$ cat src/rtl/stopwatch_pkg.sv
// Shared definitions for the MM:SS stopwatch: state encodings, BCD digit types and
// default debounce length. Also imported by the counter core.
package stopwatch_pkg;

    localparam int unsigned DigitW                = 4;
    localparam int unsigned DefaultDebounceCycles = 1000000;

    typedef enum logic [1:0] {
        StIdle  = 2'b00,
        StRun   = 2'b01,
        StPause = 2'b10,
        StLap   = 2'b11
    } sw_state_e;

    typedef logic [DigitW-1:0] bcd_t;

    typedef struct packed {
        bcd_t min_tens;
        bcd_t min_ones;
        bcd_t sec_tens;
        bcd_t sec_ones;
    } digits_t;

endpackage

$ cat src/rtl/stopwatch_ctrl_if.sv
// Counter/display side of the stopwatch controller: live digits in, strobes and
// display digits out. The controller is the master.
interface stopwatch_ctrl_if;
    import stopwatch_pkg::*;

    bcd_t       sec_ones_in;
    bcd_t       sec_tens_in;
    bcd_t       min_ones_in;
    bcd_t       min_tens_in;
    logic       sw_start;
    logic       sw_stop;
    logic       sw_clear;
    bcd_t       sec_ones_out;
    bcd_t       sec_tens_out;
    bcd_t       min_ones_out;
    bcd_t       min_tens_out;
    logic       lap_active;
    logic [1:0] state;

    modport master (
        input  sec_ones_in, sec_tens_in, min_ones_in, min_tens_in,
        output sw_start, sw_stop, sw_clear,
        output sec_ones_out, sec_tens_out, min_ones_out, min_tens_out,
        output lap_active, state
    );

    modport slave (
        output sec_ones_in, sec_tens_in, min_ones_in, min_tens_in,
        input  sw_start, sw_stop, sw_clear,
        input  sec_ones_out, sec_tens_out, min_ones_out, min_tens_out,
        input  lap_active, state
    );

endinterface

$ cat src/rtl/btn_debounce.sv
// Two-flop synchronizer plus stable-count debouncer for one raw button.
// press is a one-cycle pulse on the debounced rising edge.
module btn_debounce
    import stopwatch_pkg::*;
#(
    parameter int unsigned DEBOUNCE_CYCLES = DefaultDebounceCycles
) (
    input  logic clk,
    input  logic rst,
    input  logic btn,
    output logic press
);

    localparam int unsigned       CntW   = $clog2(DEBOUNCE_CYCLES);
    localparam logic [CntW-1:0]   CntMax = CntW'(DEBOUNCE_CYCLES - 1);

    logic            sync1_q, sync2_q;
    logic            level_q, level_d;
    logic            level_prev_q;
    logic [CntW-1:0] cnt_q, cnt_d;

    always_ff @(posedge clk) begin
        if (rst) begin
            sync1_q      <= 1'b0;
            sync2_q      <= 1'b0;
            level_q      <= 1'b0;
            level_prev_q <= 1'b0;
            cnt_q        <= '0;
        end else begin
            sync1_q      <= btn;
            sync2_q      <= sync1_q;
            level_q      <= level_d;
            level_prev_q <= level_q;
            cnt_q        <= cnt_d;
        end
    end

    // Any cycle where the synchronized level agrees with the accepted one restarts the count.
    always_comb begin
        level_d = level_q;
        cnt_d   = '0;
        if (sync2_q != level_q) begin
            if (cnt_q == CntMax) begin
                level_d = sync2_q;
            end else begin
                cnt_d = cnt_q + CntW'(1);
            end
        end
    end

    assign press = level_q & ~level_prev_q;

endmodule

$ cat src/rtl/stopwatch_ctrl.sv
// Button-driven sequencer for the MM:SS stopwatch: idle/run/pause/lap modes,
// counter strobes, and a display mux that can freeze a lap split.
module stopwatch_ctrl
    import stopwatch_pkg::*;
#(
    parameter int unsigned DEBOUNCE_CYCLES = DefaultDebounceCycles
) (
    input  logic             clk,
    input  logic             rst,
    input  logic             btn_ss,
    input  logic             btn_lr,
    stopwatch_ctrl_if.master bus
);

    logic      ss_press, lr_press;
    logic      ss_ev, lr_ev;
    sw_state_e state_q, state_d;
    logic      start_q, start_d;
    logic      stop_q, stop_d;
    logic      clear_q, clear_d;
    logic      lap_capture;
    digits_t   live, lap_q, shown;

    btn_debounce #(
        .DEBOUNCE_CYCLES(DEBOUNCE_CYCLES)
    ) u_db_ss (
        .clk  (clk),
        .rst  (rst),
        .btn  (btn_ss),
        .press(ss_press)
    );

    btn_debounce #(
        .DEBOUNCE_CYCLES(DEBOUNCE_CYCLES)
    ) u_db_lr (
        .clk  (clk),
        .rst  (rst),
        .btn  (btn_lr),
        .press(lr_press)
    );

    // Start/stop wins when both buttons fire together.
    assign ss_ev = ss_press;
    assign lr_ev = lr_press & ~ss_press;

    assign live = '{
        min_tens: bus.min_tens_in,
        min_ones: bus.min_ones_in,
        sec_tens: bus.sec_tens_in,
        sec_ones: bus.sec_ones_in
    };

    always_ff @(posedge clk) begin
        if (rst) begin
            state_q <= StIdle;
            start_q <= 1'b0;
            stop_q  <= 1'b0;
            clear_q <= 1'b0;
            lap_q   <= '0;
        end else begin
            state_q <= state_d;
            start_q <= start_d;
            stop_q  <= stop_d;
            clear_q <= clear_d;
            if (lap_capture) begin
                lap_q <= live;
            end
        end
    end

    always_comb begin
        state_d = state_q;
        unique case (state_q)
            StIdle:  if (ss_ev) state_d = StRun;
            StRun:   if (ss_ev) state_d = StPause; else if (lr_ev) state_d = StLap;
            StLap:   if (ss_ev) state_d = StPause; else if (lr_ev) state_d = StRun;
            StPause: if (ss_ev) state_d = StRun;   else if (lr_ev) state_d = StIdle;
            default: state_d = StIdle;
        endcase
    end

    always_comb begin
        start_d     = ss_ev & ((state_q == StIdle) | (state_q == StPause));
        stop_d      = ss_ev & ((state_q == StRun) | (state_q == StLap));
        clear_d     = lr_ev & (state_q == StPause);
        lap_capture = lr_ev & (state_q == StRun);
    end

    assign shown = (state_q == StLap) ? lap_q : live;

    assign bus.sw_start     = start_q;
    assign bus.sw_stop      = stop_q;
    assign bus.sw_clear     = clear_q;
    assign bus.lap_active   = (state_q == StLap);
    assign bus.state        = state_q;
    assign bus.sec_ones_out = shown.sec_ones;
    assign bus.sec_tens_out = shown.sec_tens;
    assign bus.min_ones_out = shown.min_ones;
    assign bus.min_tens_out = shown.min_tens;

endmodule

$ cat src/flat_wrapper.sv
// flat-port wrapper written by rule: the top's interface ports become plain ports
module stopwatch_ctrl_flat import stopwatch_pkg::*;
#(
    parameter int unsigned DEBOUNCE_CYCLES = DefaultDebounceCycles
)
  (clk, rst, btn_ss, btn_lr, bus_sec_ones_in, bus_sec_tens_in, bus_min_ones_in, bus_min_tens_in, bus_sw_start, bus_sw_stop, bus_sw_clear, bus_sec_ones_out, bus_sec_tens_out, bus_min_ones_out, bus_min_tens_out, bus_lap_active, bus_state);
  stopwatch_ctrl_if bus_i ();
  input  logic clk;
  input  logic rst;
  input  logic btn_ss;
  input  logic btn_lr;
  input wire logic [$bits(bus_i.sec_ones_in)-1:0] bus_sec_ones_in;
  input wire logic [$bits(bus_i.sec_tens_in)-1:0] bus_sec_tens_in;
  input wire logic [$bits(bus_i.min_ones_in)-1:0] bus_min_ones_in;
  input wire logic [$bits(bus_i.min_tens_in)-1:0] bus_min_tens_in;
  output wire logic [$bits(bus_i.sw_start)-1:0] bus_sw_start;
  output wire logic [$bits(bus_i.sw_stop)-1:0] bus_sw_stop;
  output wire logic [$bits(bus_i.sw_clear)-1:0] bus_sw_clear;
  output wire logic [$bits(bus_i.sec_ones_out)-1:0] bus_sec_ones_out;
  output wire logic [$bits(bus_i.sec_tens_out)-1:0] bus_sec_tens_out;
  output wire logic [$bits(bus_i.min_ones_out)-1:0] bus_min_ones_out;
  output wire logic [$bits(bus_i.min_tens_out)-1:0] bus_min_tens_out;
  output wire logic [$bits(bus_i.lap_active)-1:0] bus_lap_active;
  output wire logic [$bits(bus_i.state)-1:0] bus_state;
  assign bus_i.sec_ones_in = bus_sec_ones_in;
  assign bus_i.sec_tens_in = bus_sec_tens_in;
  assign bus_i.min_ones_in = bus_min_ones_in;
  assign bus_i.min_tens_in = bus_min_tens_in;
  assign bus_sw_start = bus_i.sw_start;
  assign bus_sw_stop = bus_i.sw_stop;
  assign bus_sw_clear = bus_i.sw_clear;
  assign bus_sec_ones_out = bus_i.sec_ones_out;
  assign bus_sec_tens_out = bus_i.sec_tens_out;
  assign bus_min_ones_out = bus_i.min_ones_out;
  assign bus_min_tens_out = bus_i.min_tens_out;
  assign bus_lap_active = bus_i.lap_active;
  assign bus_state = bus_i.state;
  stopwatch_ctrl #(.DEBOUNCE_CYCLES(DEBOUNCE_CYCLES)) u_core (.clk(clk), .rst(rst), .btn_ss(btn_ss), .btn_lr(btn_lr), .bus(bus_i));
endmodule
$ cat config.mk
export PLATFORM = sky130hd
export DESIGN_NAME = stopwatch_ctrl_flat
export DESIGN_NICKNAME = d
export VERILOG_FILES = /design/src/rtl/stopwatch_pkg.sv /design/src/rtl/stopwatch_ctrl_if.sv /design/src/rtl/btn_debounce.sv /design/src/rtl/stopwatch_ctrl.sv /design/src/flat_wrapper.sv
export SDC_FILE = /design/constraint.sdc
export NUM_CORES = 1
export LEC_CHECK = 0
export ABC_CLOCK_PERIOD_IN_PS = 3150
export CAP_MARGIN = 25
export CORE_MARGIN = 5
export CORE_UTILIZATION = 25
export CTS_CLUSTER_SIZE = 30
export DETAILED_ROUTE_END_ITERATION = 8
export GPL_ROUTABILITY_DRIVEN = 1
export PLACE_DENSITY = 0.4
export SLEW_MARGIN = 20
export SYNTH_ARGS = -nofsm -noshare
export SYNTH_HDL_FRONTEND = slang
export SYNTH_SLANG_ARGS = --single-unit
$ cat constraint.sdc
create_clock -name clk -period 3.15 [get_ports clk]
set_input_delay 0.63 -clock clk [delete_from_list [all_inputs] [get_ports clk]]
set_output_delay 0.63 -clock clk [all_outputs]
set_load 0.1 [all_outputs]
# --- After elaboration in Yosys (flattened, before gate mapping) ---
# Cells that the tools add are included.
totals:
  rom_bits: 0
  ram_bits: 0
  n_memories: 0
  wordCells: 60
  latchBits: 0
  out_inout_bits: 22
  inputBits: 20
  register_bits: 69
op_classes:
  magnitude_cmp: 0
  n_bitwise: 14
  n_mux: 9
  addsub: 2
  div: 0
  n_eq_ne: 11
  mul: 0
  n_shift: 0
  reduce_logical: 6
ops:
  columns: ["op", "n"]
  rows:
  - ["$add 20x1->20 const B", 2]
  - ["$eq 20x20->1 const B", 2]
  - ["$mux 16", 1]
  - ["$mux 2", 7]
  - ["$ne 3x1->1 const B", 3]
  - ["$pmux 2 s4", 1]
  - ["$and 1x1->1", 7]
  - ["$reduce_or 3->1", 2]
  - ["$not 1->1", 5]
  - ["$eq 2x2->1 const B", 2]
  - ["$reduce_and 2->1", 2]
  - ["$reduce_and 4->1", 1]
  - ["$eq 2x1->1 const B", 1]
  - ["$logic_not 2->1", 1]
  - ["$ne 1x1->1", 2]
  - ["$ne 2x1->1 const B", 1]
  - ["$or 1x1->1", 2]

# --- Depth between registers and ports, before layout ---
depth:
  ltp_word: 7
  mapped_depth: 6
  depth_no_buf: 5

# --- Modules after synthesis ---
# A second synthesis with hierarchy kept.
unflattened:
  hier_cells: 340
  area_unflattened_um2: 3104.2
modules_own_cells:
  columns: ["mod", "area_per_inst_um2", "instances", "cells_each", "seq_area_each_um2"]
  rows:
  - ["btn_debounce", 1051.0, 2, 116, 480.5]
  - ["stopwatch_ctrl", 1002.2, 1, 108, 420.4]

# --- Least setup slack after synthesis ---
# Ideal clock, no wire load.
synth_timing:
  path_type: "register -> output"
  from: "reg u_core.state_q[0] (netlist: u_core.bus.state[0])"
  to: "out bus_lap_active"
  n_path_buf: 2
  arrival_time_ns: 2.372
  path_stages_with_launch: 5
  required_ns: 2.520
  path_slack_ns: 0.148
  cell_sequence: "dfxtp_1 clkbuf_1 nand2_1 clkbuf_1 inv_1"
synth_via:
  elab_chain_cells: 1
synth_rtl:
  columns: ["element", "line_no", "source"]
  rows:
  - ["from (decl)", "stopwatch_ctrl.sv:17", "sw_state_e state_q, state_d;"]
  - ["from (signal assigned)", "stopwatch_ctrl.sv:55", "state_q <= StIdle;"]
  - ["from (signal assigned)", "stopwatch_ctrl.sv:61", "state_q <= state_d;"]
  - ["$eq 2x2->1", "stopwatch_ctrl.sv:94", "assign bus.lap_active = (state_q == StLap);"]
  - ["to (decl)", "flat_wrapper.sv:23", "output wire logic [$bits(bus_i.lap_active)-1:0] bus_lap_active;"]
# Every way passes these cells.

# --- Final worst setup path ---
layout_timing:
  from: "reg u_core.state_q[0] (netlist: u_core.bus.state[0])"
  to: "out bus_sec_ones_out[2]"
layout_via:
  elab_chain_cells: 2
layout_rtl:
  columns: ["element", "line_no", "source"]
  rows:
  - ["$eq 2x2->1", "stopwatch_ctrl.sv:89", "assign shown = (state_q == StLap) ? lap_q : live;"]
  - ["$mux 16", "stopwatch_ctrl.sv:89", null]
  - ["to (decl)", "flat_wrapper.sv:19", "output wire logic [$bits(bus_i.sec_ones_out)-1:0] bus_sec_ones_out;"]
# Every way passes these cells.

==> metrics.csv <==
stage,metric,value,unit
global_route,initial antenna violation count,0,
global_route,vias in the first global route,2211,
clocking,CTS tree,built,
yosys,top post-synthesis cells by area,"dfxtp_1, mux2_2, nor2_1",
yosys,syn avg cell area,9.327,sq um
critical_path,Worst Path Arrival,1.96,ns
sta,Final Skew,0.008058,ns
clocking,Post-CTS Setup Bufs,0,
sta,final hold slack,0.4342,ns
detailed_routing,DR pass1 iterations,4,
yosys,Cells after Synth,321,
critical_path,Worst setup endpoint,bus_sec_ones_out[2],
sta,Slew HR,0.5245,
die,Initial Utilization,0.2524,
placed_design,RD Place Congestion,0.6927,
detailed_routing,iteration-0 DRC count of the detailed router,70,
placed_design,# port buffers,41,
status,outcome,"complete, no violations",
die,DIE AREA,14260,sq um
global_route,largest net degree at the start of global routing,23,
detailed_routing,Avg WL per Cell,12.54,um
yosys,Ys Warns,0,
finish,# diodes,0,
placed_design,dpl cells,499,
yosys,ys flop type,dfxtp_1,
finish,layout cells sized above 1,0.1612,
detailed_routing,final WL,6435,um
clocking,CTS H-tree depth,3,
finish,Syn-to-layout area delta,26.41,%
yosys,Synth Net Count,343,
sta,max-slew violation count,0,
yosys,Synth Cell Area,2994,sq um
die,# IOs,42,
clocking,clock sink count,69,
yosys,Post-Synth XOR/XNOR Area,0.07313,
finish,Nets,385,
sta,Tcrit/Tclk final,0.8236,
run,Max Cap Viol,0,
min_path,Tightest Hold Check Type,flip-flop to flip-flop,
yosys,synth unique cells,37,
detailed_routing,remaining antenna violation count,0,
pwr,PD cells,540.5,nW/um^2
yosys,adder-cell area share of the yosys netlist,0.008358,
critical_path,worst path required time,2.52,ns
sta,RSZ-0062 raised after global routing,no,
sta,Sum Neg Setup Slack,0,ns
global_route,gr ovfl total,0,
critical_path,CP max FO,17,
detailed_routing,DRC viols,0,
sta,worst-margin pin slew,0.7115,ns
clocking,cells resized by post-CTS repair,0,
yosys,post-synthesis compound-gate area fraction,0.06937,
yosys,async set or reset register ratio after synthesis,0,
critical_path,Worst R2R Start,u_core.u_db_ss.cnt_q[6],
critical_path,Worst R2R End,u_core.u_db_ss.cnt_q[7],
clocking,Post-CTS Hold Buffers,0,
clocking,CTS Buf Count,9,
clocking,Max Root-Sink Buffers,2,
sta,Final Hold Fails,0,
global_route,first-pass GRT wire length,10930,um
yosys,Yosys reg bits,69,
finish,Non-Filler Instances,513,
clocking,Clock Pin Slew Worst Setup and Hold Paths,0.05,ns
finish,fin util,0.3191,
critical_path,reg2reg setup slack,1.02,ns
clocking,CTS root buffer,clkbuf_16,
critical_path,Worst Setup SP,u_core.bus.state[0],
pwr,Max VDD drop,0.0002530,V
yosys,largest family of logic cells by synthesized area,simple AND/OR/NAND/NOR gates,
clocking,clk_lat worst skew,0.33,ns
critical_path,startpoint types,flip-flop,
critical_path,Worst Setup End Kind,primary output,
yosys,register area share after synthesis,0.4613,
yosys,number of synthesized flops with an enable pin,0,
sta,Fmax,0.3855,GHz
die,row count,40,
detailed_routing,detailed-route via count,2300,
die,Chip Width,119.4,um
sta,crit path time final,2.594,ns
sta,Final setup viols,0,
yosys,post-synthesis simple-gate area fraction,0.2378,
yosys,mux share of post-synthesis cell area,0.1137,
pwr,Leak,1.412,nW
yosys,top-area cell type share of the netlist area,0.4613,
die,core area,11860,sq um
die,Die Span Y,119.4,um
detailed_routing,Avg Vias per Cell,4.483,
yosys,cell taking the most area after synthesis,dfxtp_1,
critical_path,R2R depth,4,
placed_design,Detail Placement HPWL,4365,um
critical_path,critical path type,flip-flop to primary output,
global_route,Total GRT Usage,0.09533,
-- synthesized netlist by cell type (3+ instances only) --
| cell | n |
|---|---|
| o31ai_1 | 5 |
| nand4_1 | 9 |
| xor2_1 | 18 |
| mux2i_1 | 16 |
| and4_1 | 5 |
| o21ai_0 | 12 |
| nor2b_1 | 6 |
| inv_1 | 8 |
| clkbuf_1 | 8 |
| and3_1 | 4 |
| or3_1 | 11 |
| xnor2_1 | 7 |
| or4_1 | 7 |
| nand2_1 | 14 |
| nor3_1 | 3 |
| dfxtp_1 | 69 |
| mux2_2 | 16 |
| nand3_1 | 18 |
| a21oi_1 | 17 |
| nor2_1 | 44 |
-- worst min path at each step --
stage                                  startpoint                      end  slack, ns  depth (start not counted)
after global placement    u_core.u_db_ss.cnt_q[0]  u_core.u_db_ss.cnt_q[0]       0.42                          1
after global routing      u_core.u_db_ss.cnt_q[0]  u_core.u_db_ss.cnt_q[0]       0.46                          1
after floorplan           u_core.u_db_ss.cnt_q[0]  u_core.u_db_ss.cnt_q[0]       0.41                          1
after CTS                 u_core.u_db_ss.cnt_q[0]  u_core.u_db_ss.cnt_q[0]       0.44                          1
final                     u_core.u_db_ss.cnt_q[0]  u_core.u_db_ss.cnt_q[0]       0.43                          1
after detailed placement   u_core.u_db_lr.sync1_q   u_core.u_db_lr.sync2_q       0.43                          1
-- critical path, cell delays in order (launching register included) --
cell,delay [ns]
dfxtp_1,0.46
nand2_1,0.48
mux2_2,0.45
buf_4,0.23
-- power by group --
| part | total (mW) | internal (mW) | leakage, nW | switching [mW] |
|---|---|---|---|---|
| registers | 0.878 | 0.877 | 0.556 | 0.00143 |
| logic | 0.153 | 0.0470 | 0.708 | 0.106 |
| clock network | 1.01 | 0.668 | 0.148 | 0.346 |
| total | 2.05 | 1.59 | 1.41 | 0.454 |
-- cell type report --
type,instances,area (sq um)
multi-input combinational,230,1504
tap,147,183.9
timing repair buffer,45,385.4
sequential,69,1381
inverter,8,30.03
clock inverter,1,30.03
fill,1257,8077
clock buffer,13,270.3
-- cells in the final DEF, fill, tap and decap left out, types with 8 or more instances in the layout --
cell type / n
clkdlybuf4s50_1: 19
mux2_2: 16
clkbuf_16: 9
a21oi_1: 17
o21ai_0: 12
nand3_1: 18
or3_1: 11
nor2_1: 44
nand2_1: 14
dfxtp_1: 69
inv_1: 8
mux2i_1: 16
buf_4: 26
nand4_1: 9
xor2_1: 18
-- per-stage QoR --
| step | setup slack (ns) | total power [mW] | area [sq um] |
|---|---|---|---|
| 2_1_floorplan | 0.1482 | 1.001 | 2994 |
| 3_3_place_gp | 0.8554 | 1.051 | 3485 |
| 3_5_place_dp | 0.8477 | 1.051 | 3485 |
| 4_1_cts | 0.4841 | 2.091 | 3785 |
| 5_1_grt | 0.4312 | 2.134 | 3785 |
| 6_report | 0.5557 | 2.046 | 3785 |
-- cells by family after synthesis --
family	count (synthesis)
mux	32
compound gates	36
buf+inv	22
flops	69
xor+xnor	25
simple gates	135
fa+ha+maj	2
-- state kept, by name (all words and copies together) (netlist names) --
signal and flops:
u_core.bus.sw_clear 1, u_core.u_db_ss.level_q 1, u_core.u_db_lr.level_q 1, u_core.bus.sw_stop 1, u_core.u_db_lr.cnt_q 20, u_core.bus.state 2, u_core.u_db_ss.sync1_q 1, u_core.u_db_lr.sync2_q 1
u_core.u_db_lr.level_prev_q 1, u_core.u_db_lr.sync1_q 1, u_core.u_db_ss.sync2_q 1, u_core.u_db_ss.cnt_q 20, u_core.bus.sw_start 1, u_core.u_db_ss.level_prev_q 1, u_core.lap_q 16
-- routing by layer --
| layer | GRT usage | vias to the layer above | wire length, um |
|---|---|---|---|
| met2 | 0.1409 | 34 | 2793 |
| met4 | 0.04724 | 0 | 118 |
| met3 | 0.02944 | 10 | 290 |
| met1 | 0.1253 | 1056 | 3232 |
| met5 | 0 | - | 0 |
| li1 | - | 1200 | - |
Note: power is estimated with default switching activity, not from simulation.
